File: config.mk
export PLATFORM = sky130hd
export DESIGN_NAME = ddr3_rd_sched
export DESIGN_NICKNAME = d
export VERILOG_FILES = /design/src/rtl/ddr3_pkg.sv /design/src/rtl/ddr3_out_cnt.sv /design/src/rtl/ddr3_rd_sched.sv
export SDC_FILE = /design/constraint.sdc
export NUM_CORES = 1
export LEC_CHECK = 0
export ABC_AREA = 1
export CAP_MARGIN = 15
export CORE_AREA = 2 2 298 300
export DETAILED_ROUTE_END_ITERATION = 7
export DIE_AREA = 0 0 300 302
export SLEW_MARGIN = 5
export SYNTH_ARGS = -nofsm -noshare
export SYNTH_HDL_FRONTEND = slang
export SYNTH_SLANG_ARGS = --single-unit
File: constraint.sdc
create_clock -name ddr3_clk -period 2.6 [get_ports ddr3_clk]
set_clock_uncertainty 0.1 [all_clocks]
set_input_delay 0.52 -clock ddr3_clk [delete_from_list [all_inputs] [get_ports ddr3_clk]]
set_output_delay 0.52 -clock ddr3_clk [all_outputs]
set_load 0.05 [all_outputs]
File: src/rtl/ddr3_pkg.sv
// Shared definitions for the DDR3 read scheduler: state encoding, default sizing
// and the DDR3 word address / data widths.
package ddr3_pkg;

  localparam int ADDR_W        = 26;
  localparam int DATA_W        = 128;
  localparam int BUF_WORDS_DEF = 1200;
  localparam int MAX_OUT_DEF   = 8;

  typedef enum logic [2:0] {
    IDLE,
    BUF_RD,
    BUF_DRAIN,
    TEST_WR,
    TEST_RD,
    TEST_WAIT
  } state_t;

endpackage

File: src/rtl/ddr3_out_cnt.sv
// Outstanding DDR3 read counter: +1 per accepted read, -1 per returned word,
// saturating at 0 and MAX_OUT.
module ddr3_out_cnt #(
  parameter int MAX_OUT = 8,
  parameter int CNT_W   = $clog2(MAX_OUT + 1)
) (
  input  logic             clk,
  input  logic             reset_n,
  input  logic             inc,
  input  logic             dec,
  output logic [CNT_W-1:0] count,
  output logic             at_max
);

  assign at_max = (count == CNT_W'(MAX_OUT));

  always_ff @(posedge clk) begin
    if (!reset_n) begin
      count <= '0;
    end else begin
      unique case ({inc, dec})
        2'b10:   if (!at_max) count <= count + CNT_W'(1);
        2'b01:   if (count != '0) count <= count - CNT_W'(1);
        default: ;
      endcase
    end
  end

endmodule

File: src/rtl/ddr3_rd_sched.sv
// DDR3 read scheduler: streams full frames from two ping-pong buffers into the
// pixel FIFO, interleaved with single-word test write/read accesses.
module ddr3_rd_sched
  import ddr3_pkg::*;
#(
  parameter int BUF_WORDS = BUF_WORDS_DEF,
  parameter int MAX_OUT   = MAX_OUT_DEF
) (
  input  logic              ddr3_clk,
  input  logic              ddr3_reset_n,
  input  logic              buf0_full,
  input  logic              buf1_full,
  input  logic [ADDR_W-1:0] buf0_offset,
  input  logic [ADDR_W-1:0] buf1_offset,
  output logic              clear_buffer0,
  output logic              clear_buffer1,
  input  logic              test_wr,
  input  logic              test_rd,
  input  logic [ADDR_W-1:0] test_addr,
  input  logic [DATA_W-1:0] test_wr_data,
  output logic [DATA_W-1:0] test_rd_data,
  output logic              wr_finish,
  output logic              rd_finish,
  output logic              avl_read,
  output logic              avl_write,
  output logic [ADDR_W-1:0] avl_addr,
  output logic [DATA_W-1:0] avl_wdata,
  input  logic              avl_ready,
  input  logic [DATA_W-1:0] avl_rdata,
  input  logic              avl_rdata_valid,
  output logic              fifo_wr,
  output logic [DATA_W-1:0] fifo_data,
  input  logic              fifo_afull
);

  localparam int ISS_W = $clog2(BUF_WORDS + 1);
  localparam int CNT_W = $clog2(MAX_OUT + 1);
  localparam logic [ISS_W-1:0] ISS_END = ISS_W'(BUF_WORDS);

  state_t            state, state_nxt;
  logic              nxt;
  logic [ISS_W-1:0]  issued;
  logic [ADDR_W-1:0] base;
  logic [ADDR_W-1:0] t_addr;
  logic [DATA_W-1:0] t_wdata;
  logic              wr_pend, rd_pend, rd_hold;
  logic [CNT_W-1:0]  out_count;
  logic              out_at_max;
  logic              buf_state, buf_accept, cnt_dec, leave_idle, drain_done;

  assign buf_state  = (state == BUF_RD) || (state == BUF_DRAIN);
  assign buf_accept = (state == BUF_RD) && avl_read && avl_ready;
  assign cnt_dec    = buf_state && avl_rdata_valid;
  assign leave_idle = (state == IDLE) && (state_nxt != IDLE);
  assign drain_done = (state == BUF_DRAIN) && (out_count == '0);

  ddr3_out_cnt #(
    .MAX_OUT(MAX_OUT),
    .CNT_W  (CNT_W)
  ) u_out_cnt (
    .clk    (ddr3_clk),
    .reset_n(ddr3_reset_n),
    .inc    (buf_accept),
    .dec    (cnt_dec),
    .count  (out_count),
    .at_max (out_at_max)
  );

  always_comb begin
    state_nxt     = state;
    avl_read      = 1'b0;
    avl_write     = 1'b0;
    avl_addr      = '0;
    avl_wdata     = '0;
    clear_buffer0 = 1'b0;
    clear_buffer1 = 1'b0;
    wr_finish     = 1'b0;
    rd_finish     = 1'b0;
    unique case (state)
      IDLE: begin
        if (wr_pend)                          state_nxt = TEST_WR;
        else if (rd_pend)                     state_nxt = TEST_RD;
        else if (nxt ? buf1_full : buf0_full) state_nxt = BUF_RD;
      end
      BUF_RD: begin
        // rd_hold keeps a refused request up even if fifo_afull rises meanwhile
        avl_read = rd_hold || ((issued != ISS_END) && !out_at_max && !fifo_afull);
        avl_addr = base + ADDR_W'(issued);
        if (issued == ISS_END) state_nxt = BUF_DRAIN;
      end
      BUF_DRAIN: begin
        if (out_count == '0) begin
          clear_buffer0 = !nxt;
          clear_buffer1 = nxt;
          state_nxt     = IDLE;
        end
      end
      TEST_WR: begin
        avl_write = 1'b1;
        avl_addr  = t_addr;
        avl_wdata = t_wdata;
        if (avl_ready) begin
          wr_finish = 1'b1;
          state_nxt = IDLE;
        end
      end
      TEST_RD: begin
        avl_read = 1'b1;
        avl_addr = t_addr;
        if (avl_ready) state_nxt = TEST_WAIT;
      end
      TEST_WAIT: begin
        if (avl_rdata_valid) begin
          rd_finish = 1'b1;
          state_nxt = IDLE;
        end
      end
      default: state_nxt = IDLE;
    endcase
  end

  always_ff @(posedge ddr3_clk) begin
    if (!ddr3_reset_n) begin
      state        <= IDLE;
      nxt          <= 1'b0;
      issued       <= '0;
      base         <= '0;
      t_addr       <= '0;
      t_wdata      <= '0;
      wr_pend      <= 1'b0;
      rd_pend      <= 1'b0;
      rd_hold      <= 1'b0;
      fifo_wr      <= 1'b0;
      fifo_data    <= '0;
      test_rd_data <= '0;
    end else begin
      state   <= state_nxt;
      // a new pulse wins over the clear so a request in the entry cycle survives
      wr_pend <= test_wr || (wr_pend && !(leave_idle && state_nxt == TEST_WR));
      rd_pend <= test_rd || (rd_pend && !(leave_idle && state_nxt == TEST_RD));
      rd_hold <= (state == BUF_RD) && avl_read && !avl_ready;
      if (leave_idle) begin
        base    <= nxt ? buf1_offset : buf0_offset;
        issued  <= '0;
        t_addr  <= test_addr;
        t_wdata <= test_wr_data;
      end
      if (buf_accept) issued <= issued + ISS_W'(1);
      if (drain_done) nxt <= !nxt;
      fifo_wr <= cnt_dec;
      if (cnt_dec) fifo_data <= avl_rdata;
      if ((state == TEST_WAIT) && avl_rdata_valid) test_rd_data <= avl_rdata;
    end
  end

endmodule

==> metrics.yaml <==
status: "finished, violations left"
violations: "negative setup slack"
cts.sinks: 459
grt_setup_unrepaired: "yes"
hpwl_um: 57800
syn-cell-area_um2: 18700
layout-drive-gt1-share: 0.215
clock_latency_ps: 610
cp_top_family: "simple AND/OR/NAND/NOR gates"
antenna_left: 0
syn2layout_area_growth_pct: 85.6
synth_cell_type_count: 40
endpoint_kind: "primary output"
setup_viol: 143
start_util: 0.214
drc_errors: 0
num_rows: 109
worstSetupPathType: "flop to primary output"
hold_path.class: "input port to flop"
avgSynthCellArea_um2: 7.04
overflow: 0
clkTransAtPathRegs_ps: 60
cp_data_required_time_ps: 1980
maxCapViolCount: 0
crit_path_start_kind: "flop"
post-route-min-period_ps: 3120
p_leak_nw: 13.9
peakVddDrop_uv: 548
fin_crit_sh: 1.20
setup_ws_ps: -524
critPathMaxStageDelay_ps: 360
grt_max_degree: 118
gp_congestion: 0.857
vias_per_cell: 4.37
wl_per_cell_um: 17.8
wl_met3_um: 6340
path_common_cell: "nand3_4"
final-max-slew-violation-count: 0
chipHeight_um: 302
wl_met1_um: 34400
die_w_um: 300
power.total_mw: 29.1
critical_path.cell_chain: "ha_4, fa_2, nand3_2, nand2_4, nand3_4, nand3_4, nand2_8, nor3_4, nand2_1, nand2_2, o21ai_4, buf_12"
numPortBuffers: 759
worst_slew_pin_slew_ps: 635
place_ws_ps: -131
critPathBufInv: 1
grt_pass1_vias: 20600
synthCells: 2662
cp_max_fo: 4
p_per_area_nw_per_um2: 836
wl_met2_um: 40100
hold_buffers: 0
yosysSeqAreaShare: 0.490
wirelength_um: 83500
cts_tree: "built"
yosysWarnings: 0
dieArea_um2: 90600
final_hold_viol_count: 0
cts_buffer_depth: 3
dr.first_iter.drc_count: 1091
worst_path_max_delay_cell: "fa_2"
ioPinCount: 760
routed.top_layer: "met4"
synth.net_count: 3022
drt_pre_antenna_iters: 5
antenna_found_initial: 1
h-tree-depth: 2
grt_usage: 0.175
grt_pass1_wl_um: 124000
fp.coreArea_um2: 87600
routed-via-count: 20500
ys_ff_latch: 459
cts_buffers: 55
cp_data_arrival_time_ps: 2500
cts-root-buf: "clkbuf_16"
fmax_mhz: 320
maxSlewHeadroom: 0.575
nets: 3849
state kept, by name (all words and copies together) (netlist names):
name and count:
fifo_wr 1, fifo_data 128, t_addr 26, issued 11
u_out_cnt.count 4, rd_hold 1, wr_pend 1, test_rd_data 128
t_wdata 128, nxt 1, base 26, state 3
rd_pend 1
placed cells by master (no fill, tap or decap), types with 13 or more instances in the layout:
master / n
clkbuf_1: 14
nand2_4: 14
nor2_1: 864
ha_4: 13
buf_4: 106
a21oi_2: 14
dfxtp_1: 432
a21oi_1: 45
o21ai_2: 16
buf_6: 34
nand2_2: 25
mux2i_1: 26
inv_1: 190
o21ai_0: 411
o21ai_1: 17
nand2_1: 136
clkdlybuf4s50_1: 587
nor2_4: 140
buf_12: 197
dfxtp_2: 20
nand3_1: 25
clkbuf_16: 56
synthesized netlist by cell type (all sizes together):
master | number | area [um^2]
nor2 | 1008 | 3780
dfxtp | 459 | 9190
o21ai | 449 | 2250
inv | 206 | 773
nand2 | 178 | 681
clkbuf | 128 | 480
a21oi | 68 | 348
buf | 43 | 257
nand3 | 41 | 220
mux2i | 26 | 260
ha | 15 | 188
nor3 | 8 | 51.3
nand4 | 6 | 37.5
a31oi | 3 | 18.8
nor4 | 3 | 18.8
a22o | 2 | 17.5
a32o | 2 | 20.0
fa | 2 | 40.0
or2 | 2 | 12.5
xnor2 | 2 | 17.5
xor2 | 2 | 17.5
a21boi | 1 | 7.51
a21o | 1 | 7.51
a31o | 1 | 8.76
and2 | 1 | 6.26
clkinv | 1 | 3.75
nand3b | 1 | 7.51
nor3b | 1 | 7.51
o211ai | 1 | 7.51
o21bai | 1 | 7.51
worst reg2reg max path: cells and delay by family, from the launching register on:
kind,cells,cell delay [ps]
simple gates,12,910
fa+ha+maj,2,350
buf+inv,6,550
compound gates,2,280
flops,1,340
timing repair:
item / CTS / global route
cloned: 12 / 1
buffers inserted: 46 / 25
resized for setup: 493 / 96
pin swaps: 72 / 64
setup endpoints to repair: 158 / 273
power breakdown:
group / internal (mW) / switching (mW) / leakage [nW]
Sequential: 8.67 / 0.945 / 3.77
Clock: 4.96 / 3.25 / 0.925
Combinational: 4.22 / 7.05 / 9.21
Total: 17.8 / 11.2 / 13.9
cell type report:
type / count / area (um^2)
Fill cell: 8707 / 52800
Timing Repair Buffer: 939 / 11300
Multi-Input combinational cell: 1825 / 9980
Sequential cell: 459 / 9240
Clock buffer: 78 / 1550
Tap cell: 1165 / 1460
Inverter: 207 / 831
Clock inverter: 20 / 350
Timing Repair inverter: 2 / 32.5
Antenna cell: 1 / 2.50
kinds of logic after synthesis:
logic type,Yosys count,synth area share
simple gates,1249,0.257
compound gates,529,0.144
flops,459,0.490
buf+inv,378,0.0808
mux,26,0.0139
fa+ha+maj,17,0.0122
xor+xnor,4,0.00187
worst paths after layout:
path	start	end	slack [ps]	depth (start not counted)
min	ddr3_reset_n	fifo_data[29]$_SDFFE_PN0P_	230	3
max reg2reg	issued[0]$_SDFFE_PN0P_	u_out_cnt.count[3]$_SDFFE_PN0P_	-20	22
max	base[0]$_SDFFE_PN0P_	avl_addr[22]	-520	12
min reg2reg	t_addr[23]$_SDFFE_PN0P_	t_addr[23]$_SDFFE_PN0P_	380	2
metal layers:
metal | vias up | global-route usage
met5 | - | 0
met2 | 713 | 0.300
met4 | 0 | 0.0567
met3 | 156 | 0.0512
met1 | 9602 | 0.210
li1 | 10000 | -
per-stage QoR:
step / cells / setup TNS [ps] / instance area, um^2 / hold slack [ps] / utilization
after floorplan: 2662 / -19350 / 18800 / 354 / -
after global placement: 4531 / -492 / 29900 / 362 / 0.342
after detailed placement: 4531 / -807 / 29900 / 371 / 0.342
after CTS: 4683 / -23830 / 34300 / 189 / 0.392
after global routing: 4696 / -41360 / 34800 / 215 / 0.397
final: 4696 / -24340 / 34800 / 227 / 0.397
Note: power is estimated with default switching activity, not from simulation.
